<file path="config.mk">
export PLATFORM = sky130hd
export DESIGN_NAME = fetch_redirect_unit
export DESIGN_NICKNAME = d
export VERILOG_FILES = /design/src/rtl/fetch_pkg.sv /design/src/rtl/fetch_redirect_unit_ifid_register.sv /design/src/rtl/fetch_redirect_unit.sv
export SDC_FILE = /design/constraint.sdc
export NUM_CORES = 1
export LEC_CHECK = 0
export CAP_MARGIN = 20
export CORE_MARGIN = 8
export CORE_UTILIZATION = 30
export CTS_CLUSTER_SIZE = 30
export DETAILED_ROUTE_END_ITERATION = 10
export DONT_BUFFER_PORTS = 1
export REMOVE_ABC_BUFFERS = 1
export SYNTH_ARGS = -nofsm -noshare
export SYNTH_HDL_FRONTEND = slang
export SYNTH_SLANG_ARGS = --single-unit
</file>
<file path="constraint.sdc">
create_clock -name clk -period 3.24 [get_ports clk]
set_input_delay 0.81 -clock clk [delete_from_list [all_inputs] [get_ports clk]]
set_output_delay 0.81 -clock clk [all_outputs]
set_load 0.05 [all_outputs]
</file>
<file path="src/rtl/fetch_pkg.sv">
// Shared types and constants for the instruction-fetch redirect logic.
package fetch_pkg;

  typedef enum logic {RUN, DRAIN} fetch_state_t;

  localparam int PC_STEP = 4;

  function automatic int cntWidth(input int flushCycles);
    return (flushCycles < 1) ? 1 : $clog2(flushCycles + 1);
  endfunction

endpackage

</file>
<file path="src/rtl/fetch_redirect_unit_ifid_register.sv">
// IF/ID pipeline register: clear inserts a bubble while holding the instruction,
// enable captures a new instruction, otherwise the contents hold.
module ifid_register #(
  parameter int INSTR_WIDTH = 32
) (
  input  logic                   clk,
  input  logic                   rst,
  input  logic                   enable,
  input  logic                   clear,
  input  logic [INSTR_WIDTH-1:0] instrIn,
  output logic [INSTR_WIDTH-1:0] instrFD,
  output logic                   validFD
);

  always_ff @(posedge clk or posedge rst) begin
    if (rst) begin
      instrFD <= '0;
      validFD <= 1'b0;
    end else if (clear) begin
      validFD <= 1'b0;
    end else if (enable) begin
      instrFD <= instrIn;
      validFD <= 1'b1;
    end
  end

endmodule

</file>
<file path="src/rtl/fetch_redirect_unit.sv">
// Fetch control: owns the PC, applies stalls and branch redirects, and drains
// the front end for FLUSH_CYCLES cycles after every accepted redirect.
module fetch_redirect_unit
  import fetch_pkg::*;
#(
  parameter int                PC_WIDTH     = 32,
  parameter int                INSTR_WIDTH  = 32,
  parameter logic [PC_WIDTH-1:0] RESET_PC   = '0,
  parameter int                FLUSH_CYCLES = 2
) (
  input  logic                   clk,
  input  logic                   rst,
  input  logic                   stopSignal,
  input  logic                   selectPCMux,
  input  logic [PC_WIDTH-1:0]    branchTarget,
  input  logic [INSTR_WIDTH-1:0] imemInstr,
  output logic [PC_WIDTH-1:0]    pc,
  output logic [INSTR_WIDTH-1:0] instrFD,
  output logic                   validFD,
  output logic                   flushOut,
  output logic [15:0]            redirectCount
);

  localparam int CNT_W = cntWidth(FLUSH_CYCLES);
  localparam logic [CNT_W-1:0] CNT_RELOAD = CNT_W'(FLUSH_CYCLES - 1);

  fetch_state_t     state;
  logic [CNT_W-1:0] drainCnt;
  logic             ifidEnable;
  logic             ifidClear;

  // Redirect outranks a stall; DRAIN always produces bubbles.
  assign ifidClear  = selectPCMux || (state == DRAIN);
  assign ifidEnable = (state == RUN) && !stopSignal && !selectPCMux;

  always_ff @(posedge clk or posedge rst) begin
    if (rst) begin
      state         <= RUN;
      pc            <= RESET_PC;
      drainCnt      <= '0;
      flushOut      <= 1'b0;
      redirectCount <= '0;
    end else if (selectPCMux) begin
      pc       <= branchTarget;
      state    <= DRAIN;
      drainCnt <= CNT_RELOAD;
      flushOut <= 1'b1;
      if (redirectCount != 16'hFFFF)
        redirectCount <= redirectCount + 16'd1;
    end else begin
      case (state)
        RUN: begin
          if (!stopSignal)
            pc <= pc + PC_WIDTH'(PC_STEP);
        end
        DRAIN: begin
          if (drainCnt == '0) begin
            state    <= RUN;
            flushOut <= 1'b0;
          end else begin
            drainCnt <= drainCnt - CNT_W'(1);
          end
        end
        default: begin
          state    <= RUN;
          flushOut <= 1'b0;
        end
      endcase
    end
  end

  ifid_register #(
    .INSTR_WIDTH(INSTR_WIDTH)
  ) uIfid (
    .clk     (clk),
    .rst     (rst),
    .enable  (ifidEnable),
    .clear   (ifidClear),
    .instrIn (imemInstr),
    .instrFD (instrFD),
    .validFD (validFD)
  );

endmodule

</file>
# --- After elaboration in Yosys (flattened, before gate mapping) ---
# Index checks and enable logic that the tools add are counted.
op_classes:
  n_mul: 0
  n_bitwise: 2
  div: 0
  n_reduce_logical: 14
  add_sub_neg: 3
  shifts: 0
  mux: 14
  n_eq_ne: 4
  order_cmp: 0
op_table:
  columns: ["operator", "count"]
  rows:
  - ["2-to-1 mux 32 bit", 3]
  - ["adder 32 x 3 -> 32 bit, second input constant", 1]
  - ["adder 16 x 1 -> 16 bit, second input constant", 1]
  - ["inequality test 16 bit, second input constant", 1]
  - ["AND reduction 2 bit", 5]
  - ["2-to-1 mux 1 bit", 8]
  - ["2-to-1 mux 2 bit", 3]
  - ["nonzero test 2 bit", 3]
  - ["inequality test 2 bit, second input constant", 2]
  - ["logical AND 1 bit", 2]
  - ["logical NOT 1 bit", 2]
  - ["logical NOT 2 bit", 1]
  - ["inequality test 2 x 1 -> 1 bit, second input constant", 1]
  - ["inverter 1 bit", 2]
  - ["subtractor 2 x 1 -> 2 bit, second input constant", 1]
  - ["logical OR 1 bit", 1]
totals:
  ramBits: 0
  ff_bits: 85
  latchBits: 0
  romBits: 0
  mem_count: 0
  elab_cells: 44

# --- Depth between registers and ports, before layout ---
depth:
  word_depth: 5
  mapped_depth: 7
  depth_no_buf: 6

# --- By module ---
# From an unflattened synthesis, not the netlist that was laid out.
unflattened:
  cells_unflattened: 374
  hier_area_um2: 4214.0
by_module_without_submodules:
  columns: ["mod", "cells_each", "instances", "area_per_inst_um2"]
  rows:
  - ["fetch_redirect_unit", 301, 1, 2819.0]
  - ["ifid_register", 73, 1, 1395.1]

# --- Least setup slack after synthesis ---
# No wires, ideal clock.
synth_timing:
  path_kind: "register -> register"
  startpoint: "register pc[2]"
  endpoint: "register pc[14]"
  setup_time_ps: 77
  path_buffers: 0
  period_less_slack_ps: 2128
  slack_ps: 1112
  t_arrival_ps: 2051
  required_time_ps: 3163
  path_stages_with_launch: 7
  path_cell_list: "dfrtp_1 > ha_1 > or3b_4 > nor4_2 > nand4_1 > xor2_1 > o21ai_1"
synth_between:
  elab_chain_cells: 4
synth_lines:
  columns: ["element", "line", "text"]
  rows:
  - ["from (decl)", "fetch_redirect_unit.sv:17", "output logic [PC_WIDTH-1:0] pc,"]
  - ["from (signal assigned)", "fetch_redirect_unit.sv:44", "pc <= branchTarget;"]
  - ["from (signal assigned)", "fetch_redirect_unit.sv:54", "pc <= pc + PC_WIDTH'(PC_STEP);"]
  - ["adder 32 x 3 -> 32 bit", "fetch_redirect_unit.sv:54", null]
  - ["2-to-1 mux 32 bit", "fetch_redirect_unit.sv:53", "if (!stopSignal)"]
  - ["2-to-1 mux 32 bit", "fetch_redirect_unit.sv:51", "case (state)"]
  - ["2-to-1 mux 32 bit", "fetch_redirect_unit.sv:43", "end else if (selectPCMux) begin"]
# Every way passes these cells. The select of a mux whose other input is x is not followed.
# A chain may end at the register's enable or synchronous reset.

# --- Worst setup path after layout ---
layout_timing:
  startpoint: "register pc[5]"
  endpoint: "register pc[23]"
# Same word-level chain as after synthesis.

==> parameters.txt <==
Parameter                              Value

Worst setup path
  Critical path class    flop to flop
  Worst-case reg-to-reg path depth    5
  Critical path peak fanout    11
  Crit end category    flop
  Arrival time reported for the critical path endpoint    ~2.6 ns
  Required @ worst endpoint    3.47 ns
  Worst reg2reg path endpoint    pc[23]
  Startpoint of the worst-slack reg-to-reg timing path    pc[5]
  Worst-case register-to-register setup slack    0.85 ns
  Sort of element at the start of the critical path    flop

Synthesis
  Compound-Gate Fraction of Synth Area    0.0512
  Gate count after technology mapping    approximately 350
  Warnings from Yosys    0
  Xor and xnor fraction of the mapped netlist area    0.0980
  Mean instance size in the synthesized netlist    about 11 µm²
  Count of state elements after synthesis    85
  Number of enable-type register cells in the synthesized netlist    0
  Post-synthesis adder-cell area fraction    0.00955
  Simple logic cell fraction of the synthesized area    0.168
  Main combinational cell family by area after synthesis    simple AND/OR/NAND/NOR gates
  Cell types with the largest area share after synthesis    sky130_fd_sc_hd__dfrtp_1, sky130_fd_sc_hd__mux2_2, sky130_fd_sc_hd__xnor2_1, sky130_fd_sc_hd__nand2_1, sky130_fd_sc_hd__xor2_1
  Cell taking the most area after synthesis    sky130_fd_sc_hd__dfrtp_1
  Most used flip-flop cell after synthesis    sky130_fd_sc_hd__dfrtp_1
  Synth Cell Area    0.00393 mm²
  Async SR Flop Fraction    1.00
  Share of cell area taken by muxes after synthesis    0.106
  Post-synth top area share    0.541
  Share of synthesized area occupied by flip-flops and latches    0.541
  Count of different cell masters after synthesis    40

Power
  Logic pwr share    0.137
  Leakage    1.82 nW
  Sequential power share    0.635
  Cell-internal power    ~0.0022 W
  Net switching component of the power    slightly below 0.002 W
  Switching power share of the total    0.474
  Max rail drop VDD    491 µV
  Sum of internal, switching and leakage power    about 0.0042 W
  Cell area power density    between 900 and 1000 mW/mm²
  Clock group share of total power    0.228

Status
  Outcome    completed

Placement
  Detail Placement HPWL    7170 µm
  Final weighted congestion in routability-driven placement    between 0.7 and 0.8
  IO Port Bufs    0
  Post-place instance area    around 0.0042 mm²

Clock network
  Longest Clk Path Bufs    2
  Setup fix buffers added after clock tree synthesis    0
  Clock latency on the worst-skew pair    between 0.3 and 0.4 ns
  Number of CTS-inserted buffers    9
  CTS HTree Levels    3
  Number of cells upsized or downsized after cts    0
  Clk slew on worst S/H paths    0.06 ns
  Num Clock Sinks    85
  Hold Buf Count CTS    0
  Clock tree root driver cell    sky130_fd_sc_hd__clkbuf_16
  Clock tree from TritonCTS    built

Final layout
  Fill cells    ~1300
  Share of cells above drive strength 1    0.197
  Finished Core Util    0.341
  Number of antenna diodes    0
  Layout Nets    between 400 and 500
  Final instance area    between 0.004 and 0.005 mm²
  Area Overhead vs Synth    13.2%

Floorplanning
  Die Span X    ~130 µm
  Die footprint    about 0.017 mm²
  Std cell rows    42
  Core area    0.0130 mm²
  Initial Util    0.302
  Die Y-Extent    about 130 µm
  Ports    150

GRT
  Via count of the first global-routing pass    ~2600
  Initial antenna violation count    0
  Maximum number of pins on one net before global-route repair    slightly above 70
  Grt ovf    0
  First-pass GRT wire length    14800 µm
  Tot GR Track Use    0.114

Drt
  Drt first pass iters    4
  Detailed-route wire length per cell    between 15 and 20 µm
  Aggregate routed wire length    around 9500 µm
  Final ANT Viol Nets    0
  DRC Markers    0
  DR vias    2612
  Routed vias/inst    about 5
  Violation count after the first detailed-route iteration    around 150

Timing
  Post-Route Skew    0.00491 ns
  Total negative slack for setup checks    0 ns
  Final critical path time including I/O delays and setup    roughly 2.4 ns
  Count of final setup violators    0
  Fin crit share    0.739
  Min Hold Slack    0.424 ns
  Fmax    418 MHz
  Final Hold Violating Endpoints    0
  Worst max-slew margin expressed relative to the limit    0.536
  RSZ-0062 raised after global routing    false
  Final Max Tran Viols    0
  Worst slew pin tran    0.697 ns

Min path
  Class of the tightest hold or removal check    input port to asynchronous set/reset pin

Job
  MaxCap Viol Count    0
-- cell usage after synthesis (3+ instances only) --
cell                       count
sky130_fd_sc_hd__dfrtp_1      85
sky130_fd_sc_hd__nand2_1      47
sky130_fd_sc_hd__mux2_2       35
sky130_fd_sc_hd__xnor2_1      26
sky130_fd_sc_hd__o21ai_0      24
sky130_fd_sc_hd__xor2_1       18
sky130_fd_sc_hd__nor2_1       13
sky130_fd_sc_hd__nand4_1      12
sky130_fd_sc_hd__nand3_1      11
sky130_fd_sc_hd__inv_1         9
sky130_fd_sc_hd__and3_1        7
sky130_fd_sc_hd__clkbuf_1      7
sky130_fd_sc_hd__nor3_1        7
sky130_fd_sc_hd__o21ai_1       7
sky130_fd_sc_hd__and4_1        5
sky130_fd_sc_hd__buf_2         5
sky130_fd_sc_hd__ha_1          3
-- layout make-up --
type                       instances  area, µm²  share of cell area
sequential                        85       2130               0.478
tap                              176        220              0.0495
inverter                           9       35.0             0.00787
timing repair buffer              11       95.1              0.0214
clock inverter                     4       25.0             0.00562
clock buffer                      11        243              0.0545
multi-input combinational        241       1710               0.383
-- placed cells by master, fill, tap and decap left out, types with 3 or more instances in the layout --
cell / Yosys / routed
sky130_fd_sc_hd__ha_1: 3 / 3
sky130_fd_sc_hd__xnor2_1: 26 / 26
sky130_fd_sc_hd__clkinv_2: 0 / 3
sky130_fd_sc_hd__xor2_1: 18 / 18
sky130_fd_sc_hd__nand4_1: 12 / 12
sky130_fd_sc_hd__and4_1: 5 / 5
sky130_fd_sc_hd__and3_1: 7 / 7
sky130_fd_sc_hd__nand3_1: 11 / 11
sky130_fd_sc_hd__nor3_1: 7 / 6
sky130_fd_sc_hd__inv_1: 9 / 8
sky130_fd_sc_hd__buf_4: 1 / 10
sky130_fd_sc_hd__clkbuf_16: 0 / 9
sky130_fd_sc_hd__dfrtp_1: 85 / 85
sky130_fd_sc_hd__nand2_1: 47 / 47
sky130_fd_sc_hd__o21ai_0: 24 / 24
sky130_fd_sc_hd__mux2_2: 35 / 35
sky130_fd_sc_hd__nor2_1: 13 / 13
sky130_fd_sc_hd__o21ai_1: 7 / 7
-- per-stage QoR --
| stage | worst slack, ns | std cells |
|---|---|---|
| finish | 0.847 | 537 |
| global route | 0.730 | 537 |
| CTS | 0.828 | 537 |
| detailed placement | 0.790 | 522 |
| global placement | 0.805 | 522 |
| floorplan | -0.412 | 335 |
-- worst max-delay path, cell delays in order (launching register included) --
cell,delay (ns)
sky130_fd_sc_hd__dfrtp_1,0.70
sky130_fd_sc_hd__nand2_1,0.29
sky130_fd_sc_hd__nor4_4,0.66
sky130_fd_sc_hd__nand4_1,0.20
sky130_fd_sc_hd__xnor2_1,0.16
sky130_fd_sc_hd__mux2_2,0.27
-- power groups by stage --
stage                     registers [W]  clock network [W]  logic [W]
after floorplan                 0.00262                  0   0.000427
after detailed placement        0.00268                  0   0.000581
after CTS                       0.00266           0.000987   0.000583
after global placement          0.00267                  0   0.000556
final                           0.00264           0.000948   0.000570
after global routing            0.00269            0.00102   0.000643
-- cell families (layout without fill, tap and decap cells) --
group | Yosys count | after routing
xor gates and xnor gates | 44 | 44
buffers and inverters | 23 | 35
DFF | 85 | 85
adders and majority gates | 3 | 3
and+or+nand+nor | 120 | 120
muxes | 37 | 37
AOI/OAI and AO/OA | 37 | 37
-- registers in the layout (all words and copies together) (netlist names) --
| signal | flops |
|---|---|
| drainCnt | 2 |
| flushOut | 1 |
| pc | 32 |
| redirectCount | 16 |
| state | 1 |
| uIfid.instrFD | 32 |
| uIfid.validFD | 1 |
-- worst max path at each step --
| stage | start | end | slack (ns) | cells past startpoint |
|---|---|---|---|---|
| 6_report | pc[5] | pc[23] | 0.85 | 5 |
| 5_1_grt | pc[5] | pc[23] | 0.73 | 5 |
| 4_1_cts | pc[5] | pc[23] | 0.83 | 5 |
| 3_5_place_dp | stopSignal | pc[23] | 0.79 | 5 |
| 3_3_place_gp | stopSignal | pc[23] | 0.81 | 5 |
| 2_1_floorplan | selectPCMux | uIfid.instrFD[0] | -0.41 | 2 |
-- layer usage --
metal  share of wire  GRT usage  up-vias
li1                -          -     1221
met1            0.38      0.125     1287
met2            0.49      0.188       92
met3            0.11     0.0459       12
met4           0.021     0.0608        0
met5               0          0        -
Power figures use the tool's default switching activity.
